`config.mk`:
```
export PLATFORM = sky130hd
export DESIGN_NAME = cdb_arbiter
export DESIGN_NICKNAME = d
export VERILOG_FILES = /design/src/rtl/cdb_arbiter.sv
export SDC_FILE = /design/constraint.sdc
export NUM_CORES = 1
export LEC_CHECK = 0
export ABC_AREA = 1
export BUFFER_PORTS_ARGS = -buffer_cell sky130_fd_sc_hd__buf_4
export CAP_MARGIN = 20
export CORE_AREA = 2 2 141 143
export DETAILED_ROUTE_END_ITERATION = 10
export DIE_AREA = 0 0 143 145
export PLACE_DENSITY_LB_ADDON = 0.12
export RECOVER_POWER = 100
export SYNTH_ARGS = -nofsm -noshare
export SYNTH_HDL_FRONTEND = slang
export SYNTH_SLANG_ARGS = --single-unit
```
`constraint.sdc`:
```
create_clock -name clock -period 3.94 [get_ports clock]
set_clock_uncertainty 0.1 [all_clocks]
set_input_delay 1.182 -clock clock [delete_from_list [all_inputs] [get_ports clock]]
set_output_delay 1.182 -clock clock [all_outputs]
set_load 0.01 [all_outputs]
```
`src/rtl/cdb_arbiter.sv`:
```
// Round-robin completion arbiter: grants one done functional unit per cycle, returns a one-hot ack
// and drives the registered Common Data Bus broadcast.
module cdb_arbiter #(
  parameter int unsigned NUM_FU = 4,
  parameter int unsigned TAG_W  = 5,
  parameter int unsigned XLEN   = 32
) (
  input  logic                    clock,
  input  logic                    reset,
  input  logic                    squash,
  input  logic [NUM_FU-1:0]       fu_done,
  input  logic [NUM_FU*XLEN-1:0]  fu_v,
  input  logic [NUM_FU*TAG_W-1:0] fu_rob_tag,
  input  logic [NUM_FU-1:0]       fu_take_branch,
  input  logic [NUM_FU*XLEN-1:0]  fu_branch_loc,
  output logic [NUM_FU-1:0]       ack,
  output logic                    cdb_valid,
  output logic [TAG_W-1:0]        cdb_rob_tag,
  output logic [XLEN-1:0]         cdb_v,
  output logic                    cdb_take_branch,
  output logic [XLEN-1:0]         cdb_branch_loc
);

  localparam int unsigned PtrW = $clog2(NUM_FU);

  logic [PtrW-1:0]  ptr_q, ptr_d;
  logic [PtrW-1:0]  winner;
  logic             found;
  logic             grant;

  logic             cdb_valid_q, cdb_valid_d;
  logic [TAG_W-1:0] cdb_rob_tag_q, cdb_rob_tag_d;
  logic [XLEN-1:0]  cdb_v_q, cdb_v_d;
  logic             cdb_take_branch_q, cdb_take_branch_d;
  logic [XLEN-1:0]  cdb_branch_loc_q, cdb_branch_loc_d;

  // Scan from ptr upward with wrap; the first done unit wins.
  always_comb begin
    int unsigned idx;
    idx    = 0;
    found  = 1'b0;
    winner = '0;
    for (int unsigned k = 0; k < NUM_FU; k++) begin
      idx = (32'(ptr_q) + k) % NUM_FU;
      if (!found && fu_done[idx[PtrW-1:0]]) begin
        found  = 1'b1;
        winner = idx[PtrW-1:0];
      end
    end
  end

  // Squash and reset both suppress the grant so no FU packet is dropped without broadcast.
  assign grant = found && !reset && !squash;

  always_comb begin
    ack = '0;
    if (grant) begin
      ack[winner] = 1'b1;
    end
  end

  always_comb begin
    ptr_d             = ptr_q;
    cdb_valid_d       = grant;
    cdb_rob_tag_d     = '0;
    cdb_v_d           = '0;
    cdb_take_branch_d = 1'b0;
    cdb_branch_loc_d  = '0;
    if (reset || squash) begin
      ptr_d = '0;
    end else if (grant) begin
      ptr_d             = (winner == PtrW'(NUM_FU - 1)) ? '0 : winner + 1'b1;
      cdb_rob_tag_d     = fu_rob_tag[32'(winner) * TAG_W +: TAG_W];
      cdb_v_d           = fu_v[32'(winner) * XLEN +: XLEN];
      cdb_take_branch_d = fu_take_branch[winner];
      cdb_branch_loc_d  = fu_branch_loc[32'(winner) * XLEN +: XLEN];
    end
  end

  always_ff @(posedge clock) begin
    if (reset) begin
      ptr_q             <= '0;
      cdb_valid_q       <= 1'b0;
      cdb_rob_tag_q     <= '0;
      cdb_v_q           <= '0;
      cdb_take_branch_q <= 1'b0;
      cdb_branch_loc_q  <= '0;
    end else begin
      ptr_q             <= ptr_d;
      cdb_valid_q       <= cdb_valid_d;
      cdb_rob_tag_q     <= cdb_rob_tag_d;
      cdb_v_q           <= cdb_v_d;
      cdb_take_branch_q <= cdb_take_branch_d;
      cdb_branch_loc_q  <= cdb_branch_loc_d;
    end
  end

  assign cdb_valid       = cdb_valid_q;
  assign cdb_rob_tag     = cdb_rob_tag_q;
  assign cdb_v           = cdb_v_q;
  assign cdb_take_branch = cdb_take_branch_q;
  assign cdb_branch_loc  = cdb_branch_loc_q;

endmodule

```
# Word-level counts from Yosys, hierarchy flattened
# Cells that the tools add are included.
# W data, S select, Z words.
[op_classes]
n_addsub = 4
mul = 1
order_cmp = 6
n_eq_ne = 1
shifts = 3
n_mux = 22
bitwise = 1
reduce_logical = 14
[op_table]
columns = ["op", "n"]
rows = [
  ["$shiftx A128 B8 Y32", 2],
  ["$shiftx A20 B6 Y5", 1],
  ["$lt A2 B3 Y1 const B", 5],
  ["$bmux W1 S2", 5],
  ["$mux W1", 10],
  ["$mux W2", 5],
  ["$logic_and A1 B1 Y1", 6],
  ["$logic_not A1 Y1", 5],
  ["$mul A2 B3 Y5 const B", 1],
  ["$add A2 B1 Y2 const B", 2],
  ["$add A2 B2 Y2 const B", 2],
  ["$mux W4", 1],
  ["$reduce_or A3 Y1", 1],
  ["$demux W1 S2", 1],
  ["$eq A2 B2 Y1 const B", 1],
  ["$ge A2 B1 Y1 const B", 1],
  ["$reduce_or A2 Y1", 1],
  ["$logic_or A1 B1 Y1", 1],
  ["$not A1 Y1", 1],
]
[word_totals]
reg_bits = 73
word_cells = 58

# Depth between registers and ports, before layout
# Gate-level depths: netlist of the first run.
[depth]
word_depth = 17
ltp_mapped = 14
depth_no_buf = 13

# Worst setup path after synthesis of the first run
# OpenSTA, ideal clock, no wires.
[synth_timing]
path_kind = "in2out"
start = "input fu_done[3]"
end = "output ack[2]"
arrival_ps = 2510
required_time_ps = 2658
path_slack_ps = 148
stages = 13
path_buffers = 1
path_cell_list = "inv_1 > nand2_1 > nand3_1 > nand2_2 > nor2_4 > nand3_2 > nand3_1 > nand2_2 > inv_2 > buf_2 > ha_1 > inv_1 > nor2_1"
[synth_between]
elab_chain_cells = 17
elab_cells_between_ends = 30
[synth_rtl]
columns = ["item", "line", "rtl"]
rows = [
  ["start, declared", "11", "input logic [NUM_FU-1:0] fu_done,"],
  ["$bmux W1 S2", "45", "if (!found && fu_done[idx[PtrW-1:0]]) begin"],
  ["$mux W1 (implied by the code)", "45", ""],
  ["$mux W1", "45", ""],
  ["$logic_not A1 Y1", "45", ""],
  ["$logic_and A1 B1 Y1", "45", ""],
  ["$mux W1", "45", ""],
  ["$logic_not A1 Y1", "45", ""],
  ["$logic_and A1 B1 Y1", "45", ""],
  ["$mux W1", "45", ""],
  ["$logic_not A1 Y1", "45", ""],
  ["$logic_and A1 B1 Y1", "45", ""],
  ["$mux W2", "45", ""],
  ["$lt A2 B3 Y1 (implied by the code) or $ge A2 B1 Y1 (tied branches)", "58", "ack[winner] = 1'b1;"],
  ["$logic_and A1 B1 Y1 (implied by the code)", "58", ""],
  ["$mux W1 (implied by the code)", "58", ""],
  ["$demux W1 S2", "58", ""],
  ["$mux W4 (*)", "57", "if (grant) begin"],
  ["end, declared", "16", "output logic [NUM_FU-1:0] ack,"],
]
# Mark *: on every way between the ends. The rest lies on a longest branch, timed or not. The select of a mux whose other input is x is not followed.

# Worst setup path after layout of the first run
[layout_timing]
start = "input fu_done[3]"
end = "output ack[3]"
# Same word-level chain as after synthesis.

==> results.py, run 1 <==
metrics = {
    "worst_hold_path": {
        "min_from": "ptr_q[1]",
        "hold_path.class": "reg -> reg",
    },
    "cts": {
        "cts_hold_buf": 0,
        "htree_num_levels": 3,
        "clockBufferDepth": 2,
        "cts.root.buffer_cell": "clkbuf_16",
        "numCtsBuffers": 9,
        "cts_tree": "yes",
        "numClockSinks": 73,
        "clk_pin_slew_worst_paths_ns": 0.06,
        "clk_latency_ns": 0.34,
    },
    "floorplanning": {
        "initial_core_util": 0.284,
        "die-area_mm2": 0.0207,
        "die_w_um": 143,
        "die_y_um": 145,
        "rows": 51,
        "core_mm2": 0.0192,
        "io_pins": 362,
    },
    "grt": {
        "antenna_found_initial": 1,
        "track_usage": 0.209,
        "grt_max_degree": 106,
        "grt_pass1_wl_um": 34300,
        "grt_pass1_vias": 6354,
        "grt_overflow": 0,
    },
    "pwr": {
        "p_per_area_mw_per_mm2": 479,
        "ir_worst_vdd_v": 0.000207,
        "leakage_nw": 4.74,
    },
    "setup_path": {
        "critPathKind": "in -> out",
        "critPathMaxFanout": 7,
        "startpoint_type": "input port",
        "rr_endpoint": "cdb_v[17]",
        "startpoint": "fu_done[3]",
        "reg2reg_from": "ptr_q[0]",
        "arrival_ns": 2.55,
        "rrSetupSlack_ns": 1.07,
        "ff2ff_path_depth": 11,
        "cp-end-kind": "output port",
        "crit_end": "ack[3]",
        "cp.required_ns": 2.66,
    },
    "placed_design": {
        "place_hpwl_um": 15700,
        "place_worst_setup_slack_ns": -0.0327,
        "gp_congestion": 0.834,
        "placed_cell_area_mm2": 0.00827,
        "port-buffer-count": 361,
    },
    "yosys": {
        "ys_ff_latch": 73,
        "synth.distinct_cells": 21,
        "synth-edff-count": 0,
        "yosysWarnings": 0,
        "syn_inst": 922,
        "ys_seq_area_frac": 0.268,
        "synthesis.nets": 1213,
        "syn_area_mm2": 0.00545,
        "ys.flop_type": "dfxtp_1",
        "avgSynthCellArea_um2": 5.91,
        "synthArstFlopShare": 0,
    },
    "cells_and_area": {
        "design_area_mm2": 0.00844,
        "nFillCells": 2187,
        "multiInputGateArea_mm2": 0.00286,
        "regArea_mm2": 0.00146,
        "syn2layout_area_growth_pct": 54.8,
        "drive_gt1_frac": 0.282,
        "nets": 1537,
    },
    "sta": {
        "max_freq_mhz": 261,
        "finalHoldViolCount": 0,
        "fin_ws_ns": 0.111,
        "report.final.slew_viol_count": 0,
        "timing.final.crit_period_ns": 3.83,
        "worstMarginPinSlew_ns": 0.897,
        "post-route-period-util": 0.972,
        "slew_headroom": 0.402,
        "setup_viol": 0,
    },
    "route": {
        "first_pass_iters": 7,
        "via_per_inst": 4.48,
        "drt_iter0_markers": 338,
        "wire_per_inst_um": 14.8,
        "ant_nets": 0,
        "vias": 6790,
        "drc": 0,
        "routed_wl_um": 22400,
    },
    "run_status": {
        "status": "completed",
    },
    "job": {
        "maxCapViolations": 0,
    },
}
-- worst min-delay path by stage --
stage / to / slack (ns) / depth (start not counted)
floorplan: ptr_q[1] / 0.47 / 2
global placement: ptr_q[1] / 0.56 / 2
detailed placement: ptr_q[1] / 0.54 / 2
CTS: ptr_q[1] / 0.56 / 2
global route: ptr_q[0] / 0.64 / 2
finish: ptr_q[1] / 0.58 / 2
-- state kept, by name, indices dropped and copies added (netlist names) --
| name | count |
|---|---|
| cdb_valid | 1 |
| cdb_v | 32 |
| cdb_take_branch | 1 |
| cdb_rob_tag | 5 |
| ptr_q | 2 |
| cdb_branch_loc | 32 |
-- metal layers --
metal	share of wire	up-vias	GRT usage	wire length, um
met5	0	-	0	0
met1	0.40	3012	0.244	8980
met2	0.50	256	0.366	11200
met3	0.083	24	0.0561	1860
met4	0.019	0	0.0683	425
li1	-	3498	-	-
-- layout make-up --
cell class | count | share of cell area
inverters | 226 | 0.101
well taps | 265 | 0.0393
repair buffers | 381 | 0.310
flip-flops and latches | 73 | 0.173
clock inverters | 5 | 0.00934
diodes | 1 | 0.000297
multi-input cells | 555 | 0.338
clock buffers | 11 | 0.0288
-- where the power goes --
part           internal, mW  leakage (nW)  switching [mW]
Sequential            0.881         0.599          0.0460
Clock                 0.572         0.159           0.343
Combinational         0.812          3.98            1.39
Total                  2.26          4.74            1.78
-- synth_stat cells, types with 2 or more instances --
master | number | area, um^2
o21ai_0 | 2 | 10.0
buf_6 | 9 | 101
buf_1 | 5 | 18.8
inv_2 | 3 | 11.3
nand2_2 | 5 | 31.3
nand2_1 | 172 | 646
a21oi_1 | 71 | 355
buf_2 | 29 | 145
dfxtp_1 | 73 | 1460
clkbuf_1 | 24 | 90.1
inv_1 | 223 | 837
nand3_1 | 215 | 1080
nand3b_1 | 71 | 533
ha_1 | 4 | 50.1
nor2_1 | 10 | 37.5
-- critical path, stage by stage --
cell and delay [ns]:
buf_4 0.11, inv_1 0.08, nand2_2 0.07, nand3_2 0.11, nand2_4 0.08, nor2_4 0.14
nand3_4 0.11, nand3_2 0.09, nand2_4 0.09, inv_4 0.08, ha_1 0.14, inv_1 0.04
nor2_1 0.10, buf_4 0.13
-- cell families after synthesis --
logic type	Yosys count	share of synthesized area
compound gates	75	0.0691
fa+ha+maj	4	0.00918
buf+inv	294	0.222
flops	73	0.268
simple gates	476	0.431
-- stage by stage --
| step | std cells | hold slack (ns) | power (mW) | TNS (ns) | utilization |
|---|---|---|---|---|---|
| final | 1517 | 0.575 | 4.04 | 0 | 0.439 |
| after global routing | 1517 | 0.641 | 4.39 | -0.0320 | 0.439 |
| after CTS | 1512 | 0.564 | 4.16 | 0 | 0.448 |
| after detailed placement | 1496 | 0.539 | 3.22 | -0.0346 | 0.431 |
| after global placement | 1496 | 0.560 | 3.21 | 0 | 0.431 |
| after floorplan | 922 | 0.469 | 2.43 | 0 | - |
-- cells in the final DEF (no fill, tap or decap), types with 2 or more instances in the layout --
cell type,instances
clkbuf_1,72
nand2_4,5
buf_4,309
dfxtp_1,72
nand2_1,165
clkbuf_16,9
a21oi_1,70
bufinv_16,2
nand3_1,211
inv_2,5
clkinv_2,2
o21ai_0,2
nor2_1,8
nand3_2,4
ha_1,4
nor2_2,2
nand2_2,7
nand3b_1,71
inv_1,220
-- what timing repair did --
action | in CTS | in global routing
buffers inserted | 0 | 3
resized for setup | 3 | 17
setup endpoints to repair | 2 | 4
pin swaps | 0 | 6
No activity file was read; power rests on OpenSTA's default activity.
==> inputs of run 2 (changes only) <==
RECOVER_POWER = 25   (was 100)
==> run 2 against run 1 <==
Effect of this change: utilization grew 0.68 points; maximum frequency shrank 0.20%; final cell count is the same; via count grew 0.66%; routed wire length is essentially flat; sequential power is essentially flat; worst hold slack is essentially flat; design area grew 1.6%; combinational power grew 2%; clock power is essentially flat; total power grew 1.3%; critical path type unchanged; critical endpoint unchanged; largest cell class unchanged; largest power group unchanged.
==> results.py, run 2 (synthesis results as in run 1) <==
metrics = {
    "run_status": {
        "status": "completed",
    },
    "route": {
        "wire_per_inst_um": 14.8,
        "first_pass_iters": 7,
        "routed_wl_um": 22500,
        "drc": 0,
        "vias": 6835,
        "drt_iter0_markers": 289,
        "via_per_inst": 4.51,
        "ant_nets": 0,
    },
    "sta": {
        "max_freq_mhz": 261,
        "post-route-period-util": 0.974,
        "timing.final.crit_period_ns": 3.84,
        "report.final.slew_viol_count": 0,
        "worstMarginPinSlew_ns": 0.901,
        "setup_viol": 0,
        "finalHoldViolCount": 0,
        "slew_headroom": 0.399,
        "finalHoldWorstSlack_ns": 0.575,
    },
    "setup_path": {
        "max_stage_delay_ns": 0.14,
        "cp_slowest_cell": "nor2_4",
        "critPathMaxFanout": 7,
        "crit_chain": "buf_4 -> inv_1 -> nand2_2 -> nand3_2 -> nand2_4 -> nor2_4 -> nand3_4 -> nand3_2 -> nand2_4 -> inv_4 -> ha_1 -> inv_1 -> nor2_1 -> buf_4",
        "arrival_ns": 2.56,
        "cp-end-kind": "output port",
        "critPathKind": "in -> out",
        "critPathBufInv": 5,
        "crit_family": "simple AND/OR/NAND/NOR gates",
        "ff2ff_path_depth": 11,
        "startpoint_type": "input port",
        "cp.required_ns": 2.66,
        "crit_cells": 14,
    },
    "grt": {
        "grt_overflow": 0,
        "met2_usage": 0.366,
        "grt.busiest_layer": "met2",
        "met1_usage": 0.244,
        "grtUsageMet3": 0.0561,
        "track_usage": 0.209,
        "grt_pass1_wl_um": 34300,
        "grt_max_degree": 106,
        "grt_pass1_vias": 6354,
        "antenna_found_initial": 1,
    },
    "cells_and_area": {
        "nFillCells": 2160,
        "drive_gt1_frac": 0.310,
        "mostFrequentLayoutCell": "buf_4",
        "nets": 1537,
        "syn2layout_area_growth_pct": 57.3,
        "layoutNonFillerInstCount": 1517,
        "layout_common_cells": "buf_4, inv_1, nand3_1",
    },
    "placed_design": {
        "place_hpwl_um": 15700,
        "numPlacedInstances": 1496,
        "gp_congestion": 0.834,
        "port-buffer-count": 361,
    },
    "floorplanning": {
        "die-area_mm2": 0.0207,
        "die_y_um": 145,
        "io_pins": 362,
        "initial_core_util": 0.284,
        "core_mm2": 0.0192,
        "rows": 51,
        "die_w_um": 143,
    },
    "cts": {
        "cts.root.buffer_cell": "clkbuf_16",
        "clockBufferDepth": 2,
        "htree_num_levels": 3,
        "numCtsBuffers": 9,
        "cts_tree": "yes",
        "cts_hold_buf": 0,
        "clk_pin_slew_worst_paths_ns": 0.06,
        "numClockSinks": 73,
        "clk_latency_ns": 0.34,
    },
    "worst_hold_path": {
        "hold_path.class": "reg -> reg",
        "hold_depth": 2,
    },
    "pwr": {
        "p_per_area_mw_per_mm2": 478,
        "ir_worst_vdd_v": 0.000207,
        "leakage_nw": 4.88,
    },
    "job": {
        "maxCapViolations": 0,
    },
}
-- run 2: changes by cell type in the layout (fill, tap and decap cells not counted) --
cell / delta
clkbuf_1: -35
buf_4: +35
-- run 2: repair_timing --
item / CTS / global route
buffers inserted: 0 / 3
pin swaps: 0 / 6
endpoints found under the setup margin: 2 / 4
resized for setup: 3 / 17
-- run 2: metrics by stage --
stage | power [mW] | setup TNS, ns | instance area [um^2] | utilization | setup slack [ns]
floorplan | 2.43 | 0 | 5450 | - | 0.148
detailed placement | 3.22 | -0.0346 | 8270 | 0.431 | -0.0327
finish | 4.09 | 0 | 8570 | 0.446 | 0.103
global route | 4.45 | -0.0320 | 8570 | 0.446 | -0.0282
global placement | 3.21 | 0 | 8270 | 0.431 | 0.0268
CTS | 4.16 | 0 | 8610 | 0.448 | 0.0117
-- run 2: worst reg2reg max path, cell delays in order (launching register included) --
cell and delay, ns:
dfxtp_2 0.51, inv_2 0.15, nand2_2 0.11, nand3_2 0.12, nand2_4 0.12, a21oi_2 0.05
nand2_4 0.07, buf_4 0.45, buf_4 0.62, nand3b_1 0.22, nand3_1 0.13, a21oi_1 0.07
-- run 2: where the power goes --
part           leakage, nW  switching, mW  internal, mW
clock network        0.159          0.341         0.572
registers            0.599         0.0477         0.881
logic                 4.13           1.39         0.866
total                 4.88           1.78          2.32
-- run 2: final timing paths --
path / start / end / slack (ns)
setup / recovery: fu_done[3] / ack[3] / 0.10
hold / removal: ptr_q[1] / ptr_q[1] / 0.58
setup reg to reg: ptr_q[0] / cdb_v[17] / 1.06
hold reg to reg: ptr_q[1] / ptr_q[1] / 0.58
-- run 2: area by class of cell --
cell class	instances	area, um^2	area share
Sequential cell	73	1460	0.171
Clock buffer	11	243	0.0283
Clock inverter	5	78.8	0.00920
Inverter	226	851	0.0993
Tap cell	265	332	0.0387
Antenna cell	1	2.50	0.000292
Timing Repair Buffer	381	2750	0.320
Multi-Input combinational cell	555	2860	0.333
-- run 2: metal layers --
metal	wire (um)	up-vias
li1	-	3499
met1	9020	3046
met2	11200	266
met3	1850	24
met4	425	0
met5	0	-
==> inputs of run 3 (changes only) <==
SKIP_CTS_REPAIR_TIMING = 1   (was unset)
clock period = 3.3 ns   (was 3.94 ns; I/O delays follow)
==> run 3 against run 2 <==
Effect of this change: the flow now finishes with violations (setup timing); worst hold slack worse by 0.059 ns; critical path depth is 1 lower; first-iteration DRC count is 8.3% lower; sequential power is 19% higher; combinational power is 24% higher; setup slack worse by 0.26 ns; via count is 0.60% higher; global-route usage is 0.078 points higher; sequential share of layout area is 0.34 points lower; flip-flop and latch count stayed put.
==> results.py, run 3 (synthesis results as in run 1) <==
metrics = {
    "sta": {
        "slew_headroom": 0.429,
        "post-route-period-util": 1.05,
        "grt_setup_unrepaired": "true",
        "max_freq_mhz": 290,
        "fin_ws_ns": -0.154,
        "timing.final.crit_period_ns": 3.45,
        "setup_viol": 4,
        "finalHoldViolCount": 0,
        "fin_tns_setup_ns": -0.548,
        "worstMarginPinSlew_ns": 0.857,
        "report.final.slew_viol_count": 0,
    },
    "setup_path": {
        "startpoint": "fu_done[0]",
        "arrival_ns": 2.36,
        "cp-end-kind": "output port",
        "critPathMaxFanout": 5,
        "cp.required_ns": 2.21,
        "startpoint_type": "input port",
        "critPathKind": "in -> out",
        "reg2reg_from": "ptr_q[0]",
        "ff2ff_path_depth": 13,
    },
    "grt": {
        "antenna_found_initial": 0,
        "met2_usage": 0.359,
        "met1_usage": 0.252,
        "track_usage": 0.210,
        "grt_pass1_wl_um": 34600,
        "grt.busiest_layer": "met2",
        "grt_overflow": 0,
        "grt_pass1_vias": 6515,
        "grtUsageMet3": 0.0541,
        "grt_max_degree": 110,
    },
    "pwr": {
        "leakage_nw": 4.93,
        "ir_worst_vdd_v": 0.000380,
        "p_per_area_mw_per_mm2": 569,
    },
    "cts": {
        "clockBufferDepth": 2,
        "cts.root.buffer_cell": "clkbuf_16",
        "htree_num_levels": 3,
        "cts_tree": "yes",
        "clk_latency_ns": 0.34,
        "numClockSinks": 73,
        "numCtsBuffers": 9,
        "clk_pin_slew_worst_paths_ns": 0.06,
    },
    "worst_hold_path": {
        "hold_depth": 2,
        "hold_path.class": "reg -> reg",
        "min_from": "ptr_q[1]",
    },
    "route": {
        "routed_wl_um": 22700,
        "via_per_inst": 4.52,
        "ant_nets": 0,
        "wire_per_inst_um": 14.9,
        "first_pass_iters": 4,
        "drt_iter0_markers": 265,
        "vias": 6876,
        "drc": 0,
    },
    "cells_and_area": {
        "mostFrequentLayoutCell": "buf_4",
        "utilization": 0.457,
        "layout_common_cells": "buf_4, inv_1, nand3_1",
        "drive_gt1_frac": 0.334,
        "antenna_cells": 0,
        "nets": 1542,
        "syn2layout_area_growth_pct": 60.9,
    },
    "run_status": {
        "status": "finished with violations",
        "violations": "setup timing",
    },
    "floorplanning": {
        "io_pins": 362,
        "die-area_mm2": 0.0207,
        "core_mm2": 0.0192,
        "die_w_um": 143,
        "initial_core_util": 0.284,
        "die_y_um": 145,
        "rows": 51,
    },
    "placed_design": {
        "port-buffer-count": 361,
        "gp_congestion": 0.821,
        "place_hpwl_um": 15900,
    },
    "job": {
        "maxCapViolations": 0,
    },
}
==> run 3: cell types whose count changed in the layout (fill, tap and decap cells not counted), sizes merged <==
| cell | change |
|---|---|
| buf | +5 |
| diode | -1 |
==> run 3: final timing paths <==
kind	to	slack, ns
hold reg to reg	ptr_q[1]	0.52
hold / removal	ptr_q[1]	0.52
setup reg to reg	cdb_v[24]	0.50
setup / recovery	ack[2]	-0.15
==> run 3: where the power goes <==
group	switching (mW)	total [mW]	internal (mW)	leakage [nW]
clock network	0.418	1.10	0.683	0.159
logic	1.71	2.78	1.07	4.17
registers	0.0569	1.11	1.05	0.600
==> run 3: metal layers <==
metal	up-vias	share of wire
met1	3070	0.40
met5	-	0
met4	0	0.026
met3	35	0.088
li1	3505	-
met2	266	0.49
==> run 3: layout make-up <==
cell class	instances	area [um^2]
repair buffers	386	2810
multi-input cells	555	2980
clock inverters	5	78.8
flip-flops and latches	73	1470
inverters	226	861
well taps	265	332
fillers	2141	10400
clock buffers	11	243
==> run 3: critical path, stage by stage <==
cell and delay [ns]:
buf_6 0.08, inv_4 0.03, nand2_2 0.09, nand3_4 0.10
buf_4 0.14, a31oi_1 0.26, nand3_4 0.12, nand2_4 0.14
inv_4 0.07, ha_4 0.16, inv_2 0.04, nor2_2 0.03
buf_6 0.12
==> run 3: through the flow <==
stage | hold WS [ns] | instances | setup slack, ns | total power, mW | area, um^2
2_1_floorplan | 0.469 | 922 | -0.00958 | 2.92 | 5480
3_3_place_gp | 0.542 | 1497 | -0.171 | 3.82 | 8300
3_5_place_dp | 0.538 | 1497 | -0.231 | 3.83 | 8300
4_1_cts | 0.554 | 1513 | -0.231 | 4.94 | 8620
5_1_grt | 0.594 | 1521 | -0.219 | 5.40 | 8770
6_report | 0.516 | 1521 | -0.154 | 4.99 | 8770
